<file path="config.mk">
export PLATFORM = sky130hd
export DESIGN_NAME = capped_diff_top_flat
export DESIGN_NICKNAME = d
export VERILOG_FILES = /design/src/rtl/capped_diff_if.sv /design/src/rtl/capped_diff_top.sv /design/src/flat_wrapper.sv
export SDC_FILE = /design/constraint.sdc
export NUM_CORES = 1
export LEC_CHECK = 0
export CORE_MARGIN = 8
export CORE_UTILIZATION = 35
export CTS_CLUSTER_SIZE = 28
export DETAILED_ROUTE_END_ITERATION = 7
export PLACE_DENSITY_LB_ADDON = 0.2
export SLEW_MARGIN = 15
export SYNTH_ARGS = -nofsm -noshare
export SYNTH_HDL_FRONTEND = slang
export SYNTH_SLANG_ARGS = --single-unit
</file>
<file path="constraint.sdc">
create_clock -name clk -period 1.15 [get_ports clk]
set_input_delay 0.23 -clock clk [delete_from_list [all_inputs] [get_ports clk]]
set_output_delay 0.23 -clock clk [all_outputs]
set_load 0.03 [all_outputs]
</file>
<file path="src/rtl/capped_diff_if.sv">
// Bus between the gradient unit and the capped-difference stage.
// The master drives the operands; the slave (capped_diff_top) returns the
// registered, saturated result and its clamp flags.
interface capped_diff_if;
  logic        in_valid;
  logic [15:0] a_in;
  logic [15:0] b_in;
  logic        out_valid;
  logic [15:0] next_val;
  logic        overflow;
  logic        underflow_q;

  modport master (
    output in_valid, a_in, b_in,
    input  out_valid, next_val, overflow, underflow_q
  );

  modport slave (
    input  in_valid, a_in, b_in,
    output out_valid, next_val, overflow, underflow_q
  );
endinterface

</file>
<file path="src/rtl/capped_diff_top.sv">
// Saturating gradient-descent update stage: next_val = a_in - LR * b_in in
// signed Q8.8, clamped to the Q8.8 range, with per-sample overflow/underflow
// flags. One cycle of latency, no backpressure.
// Optional build macro CAPPED_DIFF_ROUND_EN: round the scaled step half up
// instead of truncating toward -inf.
module capped_diff_top #(
  parameter logic signed [15:0] LR    = 16'sh0100,
  parameter int unsigned        WIDTH = 16          // only 16 (Q8.8) is supported
) (
  input logic            clk,
  input logic            rst_n,
  capped_diff_if.slave   bus
);

  localparam int unsigned ProdW = 2 * WIDTH;

  localparam logic signed [ProdW-1:0] MaxPos = 32'sd32767;
  localparam logic signed [ProdW-1:0] MinNeg = -32'sd32768;

  logic signed [WIDTH-1:0] a_s;
  logic signed [WIDTH-1:0] b_s;
  logic signed [ProdW-1:0] prod;
  logic signed [ProdW-1:0] prod_adj;
  logic signed [ProdW-1:0] step;
  logic signed [ProdW-1:0] diff;

  logic [WIDTH-1:0] sat_val;
  logic             sat_ov;
  logic             sat_un;

  logic [WIDTH-1:0] next_val_q;
  logic             overflow_q;
  logic             underflow_qq;
  logic             out_valid_q;

  assign a_s = bus.a_in;
  assign b_s = bus.b_in;

  // Scale the gradient by LR, then compute the unclamped difference.
  // |step| < 2^23, so a 32-bit difference can never wrap.
  always_comb begin
    prod = b_s * LR;
`ifdef CAPPED_DIFF_ROUND_EN
    prod_adj = prod + 32'sh80;
`else
    prod_adj = prod;
`endif
    step = prod_adj >>> 8;
    diff = a_s - step;
  end

  // Clamp to the Q8.8 range; the two end points themselves are not flagged.
  always_comb begin
    sat_val = diff[WIDTH-1:0];
    sat_ov  = 1'b0;
    sat_un  = 1'b0;
    if (diff > MaxPos) begin
      sat_val = 16'h7FFF;
      sat_ov  = 1'b1;
    end else if (diff < MinNeg) begin
      sat_val = 16'h8000;
      sat_un  = 1'b1;
    end
  end

  // Output register: capture on valid, hold otherwise; out_valid follows in_valid.
  always_ff @(posedge clk or negedge rst_n) begin
    if (!rst_n) begin
      next_val_q   <= '0;
      overflow_q   <= 1'b0;
      underflow_qq <= 1'b0;
      out_valid_q  <= 1'b0;
    end else begin
      out_valid_q <= bus.in_valid;
      if (bus.in_valid) begin
        next_val_q   <= sat_val;
        overflow_q   <= sat_ov;
        underflow_qq <= sat_un;
      end
    end
  end

  assign bus.next_val    = next_val_q;
  assign bus.overflow    = overflow_q;
  assign bus.underflow_q = underflow_qq;
  assign bus.out_valid   = out_valid_q;

endmodule

</file>
<file path="src/flat_wrapper.sv">
// flat-port wrapper written by rule: the top's interface ports become plain ports
module capped_diff_top_flat 
#(
  parameter logic signed [15:0] LR    = 16'sh0100,
  parameter int unsigned        WIDTH = 16                                        
)
  (clk, rst_n, bus_in_valid, bus_a_in, bus_b_in, bus_out_valid, bus_next_val, bus_overflow, bus_underflow_q);
  capped_diff_if bus_i ();
  input logic clk;
  input logic rst_n;
  input wire logic [$bits(bus_i.in_valid)-1:0] bus_in_valid;
  input wire logic [$bits(bus_i.a_in)-1:0] bus_a_in;
  input wire logic [$bits(bus_i.b_in)-1:0] bus_b_in;
  output wire logic [$bits(bus_i.out_valid)-1:0] bus_out_valid;
  output wire logic [$bits(bus_i.next_val)-1:0] bus_next_val;
  output wire logic [$bits(bus_i.overflow)-1:0] bus_overflow;
  output wire logic [$bits(bus_i.underflow_q)-1:0] bus_underflow_q;
  assign bus_i.in_valid = bus_in_valid;
  assign bus_i.a_in = bus_a_in;
  assign bus_i.b_in = bus_b_in;
  assign bus_out_valid = bus_i.out_valid;
  assign bus_next_val = bus_i.next_val;
  assign bus_overflow = bus_i.overflow;
  assign bus_underflow_q = bus_i.underflow_q;
  capped_diff_top #(.LR(LR), .WIDTH(WIDTH)) u_core (.clk(clk), .rst_n(rst_n), .bus(bus_i));
endmodule
</file>
==> metrics <==
antenna-violating nets left=0; DR iter-0 viols=71; Final Slew Violations=0; layout cells sized above 1=65.3%; most common flop cell mapped by yosys=dfrtp_1; pwr/cell area=1220 mW/mm2; hold buffers post-CTS=0; Final period util=165%; Async SR Flop Fraction=100%; antenna cells=0; routed len/inst=15.1 um; Placed Instance Area=0.00265 mm2; pre-CTS setup slack=-1.72 ns; Cells after Synth=185; Area Growth Syn to Fin=90.2%; Crit Path Category=in -> reg; io pins=54; syn_nets=238; dpl hpwl=3.53 mm; CTS max path bufs=2; Hold Vio Cnt, Final=0; Critical Path RT=1.32 ns; Finished Layout Cells=351; Vias/cell=5.06; critical path cell sequence=dlygate4sd2_1 -> inv_2 -> ha_4 -> nand2_4 -> o21ai_4 -> nor2_4 -> a21oi_4 -> xor2_4 -> buf_6 -> nand2_8 -> a311oi_2; Max IR drop VDD=508 uV; Seq/Total Area, Yosys=28.1%; largest net degree at the start of global routing=33; Multi-input gate area=0.00162 mm2; hold slack=0.301 ns; # Max-Cap Violations=0; Yosys reg bits=19; Rel. slew slack=72.8%; overall routing resource usage=14.6%; initial antenna violation count=0; R2R setup slack=0.36 ns; vias in the first global route=1,920; full die area=0.00732 mm2; crit end category=flip-flop; YS warnings=0; total iterations of the first detailed-routing run=4; Critical Path Start=bus_b_in[14]; post-route cell area=0.00322 mm2; failing checks=setup timing; Worst Skew=0 ns; Sink Count=19; Initial Util=36.1%; achievable frequency=527 MHz; # setup viols final=18; Core Region=0.00469 mm2; Largest stage delay, worst path=0.29 ns; first-pass GRT wire length=8.81 mm; Startpoint Class=primary input; Worst-Skew Late Latency=0.26 ns; Final Critical Period=1.90 ns; # fillers=346; CTS tree=built; Crit path arrival time=2.07 ns; drt total wl=5.32 mm; Reg-to-Reg Start=u_core.bus.next_val[4]$_DFFE_PN0P_; number of synthesized flops with an enable pin=0; row count=25; vias post-DR=1,775; clock root buffer=clkbuf_8; Port Buf Inserts=53; Avg Inst Size Synth=9.16 um2; RR Endpoint=u_core.bus.next_val[4]$_DFFE_PN0P_; Cells after DPL=324; worst-path fanout max=8; Die Y=85.6 um; RSZ-0062 raised after global routing=true; hold crit path type=in -> async; Pleak=1.40 nW; Placer Congestion=0.751; H-tree levels=1; Setup crit end=u_core.bus.next_val[7]$_DFFE_PN0P_; final worst slack=-0.746 ns; synthesized cell area=0.00169 mm2; GR Overflow Total=0; reg2reg path depth=2; clk slew on worst S/H paths=0.08 ns; Netlist cell types=41; CP max-delay cell=ha_4; Die W=85.6 um; register area=475 um2; drt drc=0; nets=351; CTS buffer count=3; worst slew pin tran=0.405 ns; status=finished with violations
metal layers:
metal  vias to the layer above  wire length (um)  track usage (%)
li1                        882                 -                -
met1                       853              2200             16.3
met2                        38              2850             27.2
met3                         2               230             2.87
met4                         0                34             3.82
met5                         -                 0                0
where the power goes:
part           internal, mW  switching (mW)  leakage [nW]
registers             0.847           0.113         0.217
logic                  1.18            1.28          1.16
clock network         0.247           0.241        0.0228
worst max-delay path, delay by kind of cell:
family          cells  cell delay, ns
compound gates      3            0.66
simple gates        3            0.19
fa+ha+maj           1            0.29
xor+xnor            1            0.27
buf+inv             3            0.40
synthesized netlist by cell type, types with 3 or more instances:
library cell  number  area [um2]
a21oi_2            3        26.3
xnor2_1            5        43.8
a21o_1             3        22.5
xor2_1             7        61.3
nand2_1           11        41.3
inv_1             21        78.8
a311oi_1           4        35.0
o21ai_0            7        35.0
a311oi_2          10         150
o21ai_1            3        15.0
dfrtp_1           19         475
clkbuf_1           3        11.3
nor2_1            18        67.6
ha_1              17         213
nand2b_1           5        31.3
a21oi_1           17        85.1
through the flow:
stage	total power, mW	utilization (%)	setup TNS, ns
floorplan	2.16	-	-14.11
global placement	2.88	56.5	-28.98
detailed placement	2.90	56.5	-29.29
CTS	3.75	67.0	-12.83
global route	4.11	68.7	-13.66
finish	3.91	68.7	-12.57
worst min path at each step:
stage                                  startpoint                             endpoint  cells past startpoint
2_1_floorplan                               rst_n   u_core.bus.next_val[0]$_DFFE_PN0P_                      0
3_3_place_gp   u_core.bus.underflow_q$_DFFE_PN0P_   u_core.bus.underflow_q$_DFFE_PN0P_                      1
3_5_place_dp   u_core.bus.underflow_q$_DFFE_PN0P_   u_core.bus.underflow_q$_DFFE_PN0P_                      1
4_1_cts                                     rst_n      u_core.bus.overflow$_DFFE_PN0P_                      2
5_1_grt                                     rst_n  u_core.bus.next_val[14]$_DFFE_PN0P_                      2
6_report                                    rst_n   u_core.bus.next_val[8]$_DFFE_PN0P_                      2
cells by family after synthesis:
group	count (synthesis)	synth area share [%]
AOI/OAI and AO/OA	58	27.9
and+or+nand+nor	47	14.0
buffers and inverters	28	7.24
DFF	19	28.1
adders and majority gates	18	13.7
xor gates and xnor gates	13	7.83
muxes	2	1.26
registers in the layout, indices dropped and copies added, names as in the netlist:
name,flops
u_core.bus.overflow,1
u_core.bus.underflow_q,1
u_core.bus.next_val,16
u_core.bus.out_valid,1
what timing repair did:
action,in CTS,in global routing
setup buffers,21,6
pin swaps,47,51
cloned,2,0
gates resized for setup,150,40
endpoints found under the setup margin,18,18
cells in the final DEF (no fill, tap or decap), types with 6 or more instances in the layout:
cell,netlist,final
buf_6,2,17
nand2_1,11,8
a311oi_2,10,14
a21oi_4,1,10
inv_1,21,6
xor2_1,7,6
ha_4,0,17
dfrtp_1,19,19
clkbuf_2,1,7
a21oi_1,17,6
buf_2,1,11
buf_4,0,65
inv_2,0,13
nor2_1,18,18
final cells by class:
type / instances / share of cell area [%]
flip-flops and latches: 19 / 14.8
well taps: 54 / 2.10
inverters: 21 / 2.91
clock buffers: 4 / 1.40
multi-input cells: 139 / 50.4
repair buffers: 114 / 28.5
Power figures use the tool's default switching activity.
